<file path="src/rtl/systolic_pkg.sv">
// Shared types and helpers for the systolic operand feeder: default sizes,
// FSM encoding and the diagonal-skew index function.
package systolic_pkg;

  localparam int N_DEF  = 4;
  localparam int DW_DEF = 32;

  typedef enum logic [1:0] {
    ST_IDLE   = 2'd0,
    ST_CLEAR  = 2'd1,
    ST_STREAM = 2'd2
  } state_e;

  typedef struct packed {
    logic       vld;
    logic [7:0] idx;
  } skew_t;

  // Signed difference keeps k - lane from wrapping when lane > k.
  function automatic skew_t skew_idx(input int k, input int lane, input int n);
    skew_t r;
    int    d;
    d     = k - lane;
    r.vld = (d >= 0) && (d < n);
    r.idx = r.vld ? d[7:0] : 8'd0;
    return r;
  endfunction

endpackage

</file>
<file path="src/rtl/operand_skew_buf.sv">
// N x N operand store with a skewed edge read mux; TRANSPOSE selects
// row-wise (A, west edge) or column-wise (B, north edge) presentation.
module operand_skew_buf
  import systolic_pkg::*;
#(
  parameter int N         = N_DEF,
  parameter int DW        = DW_DEF,
  parameter bit TRANSPOSE = 1'b0
) (
  input  logic                      clk,
  input  logic                      rst,
  input  logic                      wr_en_i,
  input  logic [$clog2(N)-1:0]      wr_row_i,
  input  logic [$clog2(N)-1:0]      wr_col_i,
  input  logic [DW-1:0]             wr_data_i,
  input  logic [$clog2(3*N):0]      step_i,
  output logic [N*DW-1:0]           edge_o
);

  logic [DW-1:0] mem_q [N][N];
  skew_t         sk;

  always_ff @(posedge clk or posedge rst) begin
    if (rst) begin
      for (int r = 0; r < N; r++) begin
        for (int c = 0; c < N; c++) begin
          mem_q[r][c] <= '0;
        end
      end
    end else if (wr_en_i) begin
      mem_q[wr_row_i][wr_col_i] <= wr_data_i;
    end
  end

  // Lane l at step k carries element k-l of its row/column, or 0 outside the band.
  always_comb begin
    edge_o = '0;
    sk     = '0;
    for (int l = 0; l < N; l++) begin
      sk = skew_idx(int'(step_i), l, N);
      for (int c = 0; c < N; c++) begin
        if (sk.vld && (sk.idx == 8'(c))) begin
          edge_o[l*DW +: DW] = TRANSPOSE ? mem_q[c][l] : mem_q[l][c];
        end
      end
    end
  end

endmodule

</file>
<file path="src/rtl/systolic_feeder.sv">
// Operand feeder for an N x N systolic MAC grid: buffers A and B, clears the
// grid, then streams skewed, zero-padded rows/columns and flags completion.
module systolic_feeder
  import systolic_pkg::*;
#(
  parameter int N  = N_DEF,
  parameter int DW = DW_DEF
) (
  input  logic                 clk,
  input  logic                 rst,
  input  logic                 wr_en,
  input  logic                 wr_sel,
  input  logic [$clog2(N)-1:0] wr_row,
  input  logic [$clog2(N)-1:0] wr_col,
  input  logic [DW-1:0]        wr_data,
  input  logic                 start,
  output logic [N*DW-1:0]      a_edge,
  output logic [N*DW-1:0]      b_edge,
  output logic                 acc_clr,
  output logic                 busy,
  output logic                 done
);

  localparam int            SW     = $clog2(3*N) + 1;
  localparam logic [SW-1:0] T_LAST = SW'(3*N - 1);

  state_e          state_q;
  logic [SW-1:0]   t_q;
  logic [SW-1:0]   step_d;
  logic [N*DW-1:0] a_edge_q, b_edge_q;
  logic [N*DW-1:0] a_edge_d, b_edge_d;
  logic            acc_clr_q, busy_q, done_q;
  logic            buf_we;

  assign buf_we = wr_en && (state_q == ST_IDLE);

  // Edges are launched one step ahead so they are stable for the whole step.
  assign step_d = (state_q == ST_STREAM) ? t_q + 1'b1 : '0;

  operand_skew_buf #(.N(N), .DW(DW), .TRANSPOSE(1'b0)) u_buf_a (
    .clk       (clk),
    .rst       (rst),
    .wr_en_i   (buf_we && !wr_sel),
    .wr_row_i  (wr_row),
    .wr_col_i  (wr_col),
    .wr_data_i (wr_data),
    .step_i    (step_d),
    .edge_o    (a_edge_d)
  );

  operand_skew_buf #(.N(N), .DW(DW), .TRANSPOSE(1'b1)) u_buf_b (
    .clk       (clk),
    .rst       (rst),
    .wr_en_i   (buf_we && wr_sel),
    .wr_row_i  (wr_row),
    .wr_col_i  (wr_col),
    .wr_data_i (wr_data),
    .step_i    (step_d),
    .edge_o    (b_edge_d)
  );

  always_ff @(posedge clk or posedge rst) begin
    if (rst) begin
      state_q   <= ST_IDLE;
      t_q       <= '0;
      a_edge_q  <= '0;
      b_edge_q  <= '0;
      acc_clr_q <= 1'b0;
      busy_q    <= 1'b0;
      done_q    <= 1'b0;
    end else begin
      case (state_q)
        ST_IDLE: begin
          a_edge_q  <= '0;
          b_edge_q  <= '0;
          done_q    <= 1'b0;
          t_q       <= '0;
          acc_clr_q <= start;
          busy_q    <= start;
          if (start) state_q <= ST_CLEAR;
        end
        ST_CLEAR: begin
          acc_clr_q <= 1'b0;
          t_q       <= '0;
          a_edge_q  <= a_edge_d;
          b_edge_q  <= b_edge_d;
          state_q   <= ST_STREAM;
        end
        ST_STREAM: begin
          if (t_q == T_LAST) begin
            state_q  <= ST_IDLE;
            busy_q   <= 1'b0;
            done_q   <= 1'b0;
            a_edge_q <= '0;
            b_edge_q <= '0;
          end else begin
            t_q      <= step_d;
            a_edge_q <= a_edge_d;
            b_edge_q <= b_edge_d;
            done_q   <= (step_d == T_LAST);
          end
        end
        default: state_q <= ST_IDLE;
      endcase
    end
  end

  assign a_edge  = a_edge_q;
  assign b_edge  = b_edge_q;
  assign acc_clr = acc_clr_q;
  assign busy    = busy_q;
  assign done    = done_q;

endmodule

</file>
<file path="config.mk">
export PLATFORM = sky130hd
export DESIGN_NAME = systolic_feeder
export DESIGN_NICKNAME = d
export VERILOG_FILES = /design/src/rtl/systolic_pkg.sv /design/src/rtl/operand_skew_buf.sv /design/src/rtl/systolic_feeder.sv
export SDC_FILE = /design/constraint.sdc
export NUM_CORES = 2
export LEC_CHECK = 0
export CAP_MARGIN = 30
export CORE_UTILIZATION = 45
export CTS_BUF_LIST = sky130_fd_sc_hd__clkbuf_16
export DETAILED_ROUTE_END_ITERATION = 7
export GPL_ROUTABILITY_DRIVEN = 0
export PLACE_DENSITY_LB_ADDON = 0.12
export SLEW_MARGIN = 10
export SYNTH_ARGS = -nofsm -noshare
export SYNTH_HDL_FRONTEND = slang
export SYNTH_SLANG_ARGS = --single-unit
</file>
<file path="constraint.sdc">
create_clock -name clk -period 58.5 [get_ports clk]
set_input_delay 17.55 -clock clk [delete_from_list [all_inputs] [get_ports clk]]
set_output_delay 17.55 -clock clk [all_outputs]
set_load 0.005 [all_outputs]
</file>
**Yosys cells after proc, flatten, opt, wreduce, memory -nomap -nowiden**

Index checks and enable logic that the tools add are counted.

- Bits in registers: 1290
- Bits in read-only memories: 0
- Bits in latches: 0
- Logic and storage cells: 172
- Memories kept: 0
- Bits in writable memories: 0
- Input bits: 41

- Order comparisons: 12
- Eq/ne operators: 19
- Multiply operators: 0
- Add/subtract/negate cells: 4
- Reductions and logical operators: 39
- Shifts and indexed selects: 0
- Divide/modulo/power cells: 0
- Multiplexer cells: 57
- Bitwise gates (word level): 2

Operators by type and width:

| kind | number |
|---|---|
| two-way mux 32 bit | 33 |
| bitwise mux 512 bit | 2 |
| case mux 128 bit (3 select lines) | 2 |
| two-way mux 128 bit | 3 |
| demux 128 bit (select 2 bit) | 1 |
| >= comparator 32 x 1 -> 1 bit (second input constant) | 3 |
| less-than comparator 32 x 4 -> 1 bit (second input constant) | 3 |
| demux 32 bit (select 2 bit) | 1 |
| == test 8 x 2 -> 1 bit (second input constant) | 8 |
| == test 8 x 1 -> 1 bit (second input constant) | 4 |
| zero test 8 bit | 4 |
| logical AND 1 bit | 25 |
| two-way mux 8 bit | 3 |
| two-way mux 5 bit | 3 |
| subtractor 5 x 2 -> 6 bit (second input constant) | 2 |
| == test 5 x 4 -> 1 bit (second input constant) | 2 |
| case mux 5 bit (2 select lines) | 1 |
| >= comparator 3 bit (second input constant) | 2 |
| less-than comparator 3 x 1 -> 1 bit (second input constant) | 2 |
| inverter 2 -> 3 bit | 2 |
| case mux 1 bit (2 select lines) | 3 |
| case mux 2 bit (3 select lines) | 1 |
| AND reduction 2 bit | 3 |
| nonzero test 2 bit | 3 |
| 14 further kinds | 17 |

**Logic depth before layout (Yosys ltp)**

- Depth in word-level cells: 14
- Gate-level depth with buffers: 15

**Hierarchy**

Synthesis repeated with hierarchy kept, for this count alone.

- Cells, all modules: 3826
- Area total of the unflattened synthesis: 56342.8 um^2

Modules (own cells, without submodules):

| module | seq. area each (um^2) | area an instance (um^2) | times used | cells an instance |
|---|---|---|---|---|
| operand_skew_buf at u_buf_b | 12812.3 | 23072.1 | 1 | 1580 |
| operand_skew_buf at u_buf_a | 12812.3 | 23000.8 | 1 | 1578 |
| systolic_feeder | 6656.4 | 10269.8 | 1 | 668 |

**Worst setup path before layout**

OpenSTA, ideal clock, no wires.

- Path kind: input-to-reg
- Start: input wr_col[0]
- End: register u_buf_b.mem_q[84] (netlist name)
- Buffers on the path: 2
- Arrival: 19084 ps
- Stages: 6
- Setup slack: 39291 ps
- Library setup time: 125 ps
- Data required time: 58375 ps
- Cell sequence: clkbuf_1 > nor2b_1 > nand2_1 > nor2_1 > clkbuf_1 > mux2_2

- Cells in the longest elaborated chain, start to end: 8
- Elaborated cells on any way between the ends: 9
- Classes of those cells: order compare (2); mux (5); bitwise (1); reduce/logical (1)

RTL lines:

| item | RTL line | RTL |
|---|---|---|
| from (decl) | systolic_feeder.sv:14 | `input logic [$clog2(N)-1:0] wr_col,` |
| inverter 2 -> 3 bit (implied by the code) (*) | operand_skew_buf.sv:31 | `mem_q[wr_row_i][wr_col_i] <= wr_data_i;` |
| >= comparator 3 bit (implied by the code) / less-than comparator 3 x 1 -> 1 bit (equally long branches) | operand_skew_buf.sv:31 |  |
| logical AND 1 bit (implied by the code) | operand_skew_buf.sv:31 |  |
| two-way mux 32 bit (implied by the code) | operand_skew_buf.sv:31 |  |
| demux 32 bit (select 2 bit) (*) | operand_skew_buf.sv:31 |  |
| two-way mux 128 bit (implied by the code) (*) | operand_skew_buf.sv:31 |  |
| demux 128 bit (select 2 bit) (*) | operand_skew_buf.sv:31 |  |
| bitwise mux 512 bit (*) | operand_skew_buf.sv:31 |  |
| to (signal, indexed assignment) | operand_skew_buf.sv:31 |  |
| to (decl) | operand_skew_buf.sv:20 | `logic [DW-1:0] mem_q [N][N];` |

Every way passes the cells marked *; elsewhere a longest branch is shown, timed or not.
A chain may end at the register's enable or synchronous reset.

==> results.yml <==
detailed_routing:
  drc: 38
  routed_wl_um: 163000
  drt_iter0_drc: 2794
  viasPerCell: 5.95
  ant_nets: 0
  wire_per_inst_um: 25.7
  vias: 37600
  drt-pass1-iter-count: 8
timing:
  final_max_slew_viol_count: 0
  slew_headroom: 0.311
  finalClockSkew_ps: 25.0
  worstMarginPinSlew_ps: 1030
  setup-tns-final_ps: 0
  min_period_ps: 20810
  hold_violations: 0
  rsz0062_at_grt: "no"
  clock.fmax_mhz: 48.0
  fin_crit_sh: 0.356
  setup_viol: 0
worst_setup_path:
  worstPathRequired_ps: 59290
  cp.arrival_ps: 21600
  start_kind: "input port"
  endpoint_kind: "asynchronous set/reset pin"
  worstPathMaxFanout: 115
  worst-setup-path-type: "input port to asynchronous set/reset pin"
pwr:
  report.power.total_w: 0.00271
  ir_drop_mv: 0.0305
  power.density_nw_per_um2: 41.5
  p_leak_nw: 30.1
clock_tree:
  cts_buffer_depth: 3
  clk_pin_slew_worst_paths_ps: 60
  cts_hold_buf: 0
  cts_setup_buffers: 0
  h-tree-depth: 4
  clk_latency_ps: 750
  cts_root_buffer: "clkbuf_16"
  cts_tree: "yes"
  cts_sinks: 1290
  postCtsResizedCells: 0
  cts-buffers-inserted: 141
yosys:
  yosysWarnings: 0
  synthesis.instances: 4449
  synth_edf_count: 0
  syn_nets: 4500
  synth-seq-cells: 1290
  synthFlopType: "dfrtp_1"
  syn_area_per_cell_um2: 12.7
  ys_async_sr_fraction: 1.00
  synth_area_um2: 56300
  ys_seq_area_frac: 0.573
  synth.distinct_cells: 59
global_route:
  grt_usage: 0.258
  grt_pass1_wl_um: 249000
  grt_max_degree: 116
  grt_pass1_vias: 38500
  gr-total-overflow: 0
  grt_antenna_before_repair: 7
placed_design:
  port_buffers: 299
  placed_cells: 6062
  dp_hpwl_um: 92100
  placedInstanceArea_um2: 60800
run_status:
  status: "finished, violations left"
  violations: "DRC"
min_path:
  min_path_type: "flop to flop"
layout:
  mostFrequentLayoutCell: "dfrtp_1"
  final_cell_mix: "1289 x dfrtp_1, 1063 x mux2_2, 297 x clkdlybuf4s50_1, 289 x nor2_1, 259 x o22ai_1"
  drive_gt1_frac: 0.305
  fin_cells: 6330
  nets: 4629
  finalInstanceArea_um2: 65300
  area_growth_pct: 16.0
floorplan:
  rows: 129
  initial_core_util: 0.454
  die_h_um: 356
  fp.dieW_um: 356
  core_um2: 124000
  die-area_um2: 127000
  io-pin-count: 300
run:
  drv_cap: 0
-- worst max-delay path, stage by stage --
cell             delay [ps]
clkdlybuf4s50_1         490
inv_8                   520
buf_4                   770
buf_4                   300
buf_16                  290
buf_4                   620
buf_4                   710
-- Yosys cell counts, drive strengths merged (33+ instances only) --
cell type | count | area, µm²
a211o | 33 | 289
a21o | 65 | 488
a21oi | 71 | 355
a221oi | 63 | 552
a22o | 65 | 569
a2bb2oi | 63 | 552
and2 | 63 | 394
buf | 154 | 837
clkbuf | 284 | 1070
dfrtp | 1290 | 32300
mux2 | 1090 | 12300
nand2 | 182 | 683
nand3 | 77 | 385
nor2 | 307 | 1150
nor3 | 66 | 335
o21ai | 74 | 370
o22ai | 259 | 1620
o311a | 63 | 631
o31ai | 96 | 734
-- sequential cells by signal, summed over array words and instances, names as in the netlist --
name and cells:
a_edge 128, b_edge 128, done 1, u_buf_a.mem_q 512, u_buf_b.mem_q 512, t_q 5, acc_clr 1, state_q 2
busy 1
-- final timing paths --
check / startpoint / to / slack, ps / depth (start not counted)
min reg2reg: b_edge[127] / b_edge[127] / 480 / 2
min in group asynchronous: rst / u_buf_a.mem_q[20] / 17360 / 2
max reg2reg: t_q[0] / b_edge[113] / 52800 / 7
min: b_edge[127] / b_edge[127] / 480 / 2
max in group clk: wr_en / u_buf_a.mem_q[331] / 38860 / 7
max: rst / u_buf_a.mem_q[465] / 37690 / 7
-- layer usage --
layer | vias to the layer above | global-route usage | share of wire
li1 | 16500 | - | -
met1 | 20100 | 0.360 | 0.45
met2 | 909 | 0.420 | 0.48
met3 | 217 | 0.0362 | 0.046
met4 | 2 | 0.0718 | 0.021
met5 | - | 0 | 0.000080
-- per-stage QoR --
step	hold WS (ps)	setup slack [ps]	util
3_5_place_dp	474	36430	0.490
2_1_floorplan	459	4590	-
4_1_cts	488	37260	0.525
3_3_place_gp	465	36420	0.489
6_report	483	37690	0.527
5_1_grt	507	37040	0.527
-- logic make-up after synthesis --
group / share of synthesized area
fa+ha+maj: 0.00222
buf+inv: 0.0346
mux: 0.220
xor+xnor: 0.00173
flops: 0.573
compound gates: 0.112
simple gates: 0.0567
-- layout make-up --
cell class	instances	area [µm²]
fillers	10700	58600
flip-flops and latches	1290	32300
multi-input cells	2709	22400
repair buffers	424	4250
clock buffers	148	3700
well taps	1637	2050
clock inverters	106	582
inverters	12	55.1
diodes	4	10.0
-- report_power, final --
group          internal (W)  switching [W]  total, W
Combinational      0.000300       0.000409  0.000709
Sequential          0.00107      0.0000996   0.00117
Clock              0.000473       0.000362  0.000835
Total               0.00184       0.000871   0.00271
Note: power is estimated with default switching activity, not from simulation.
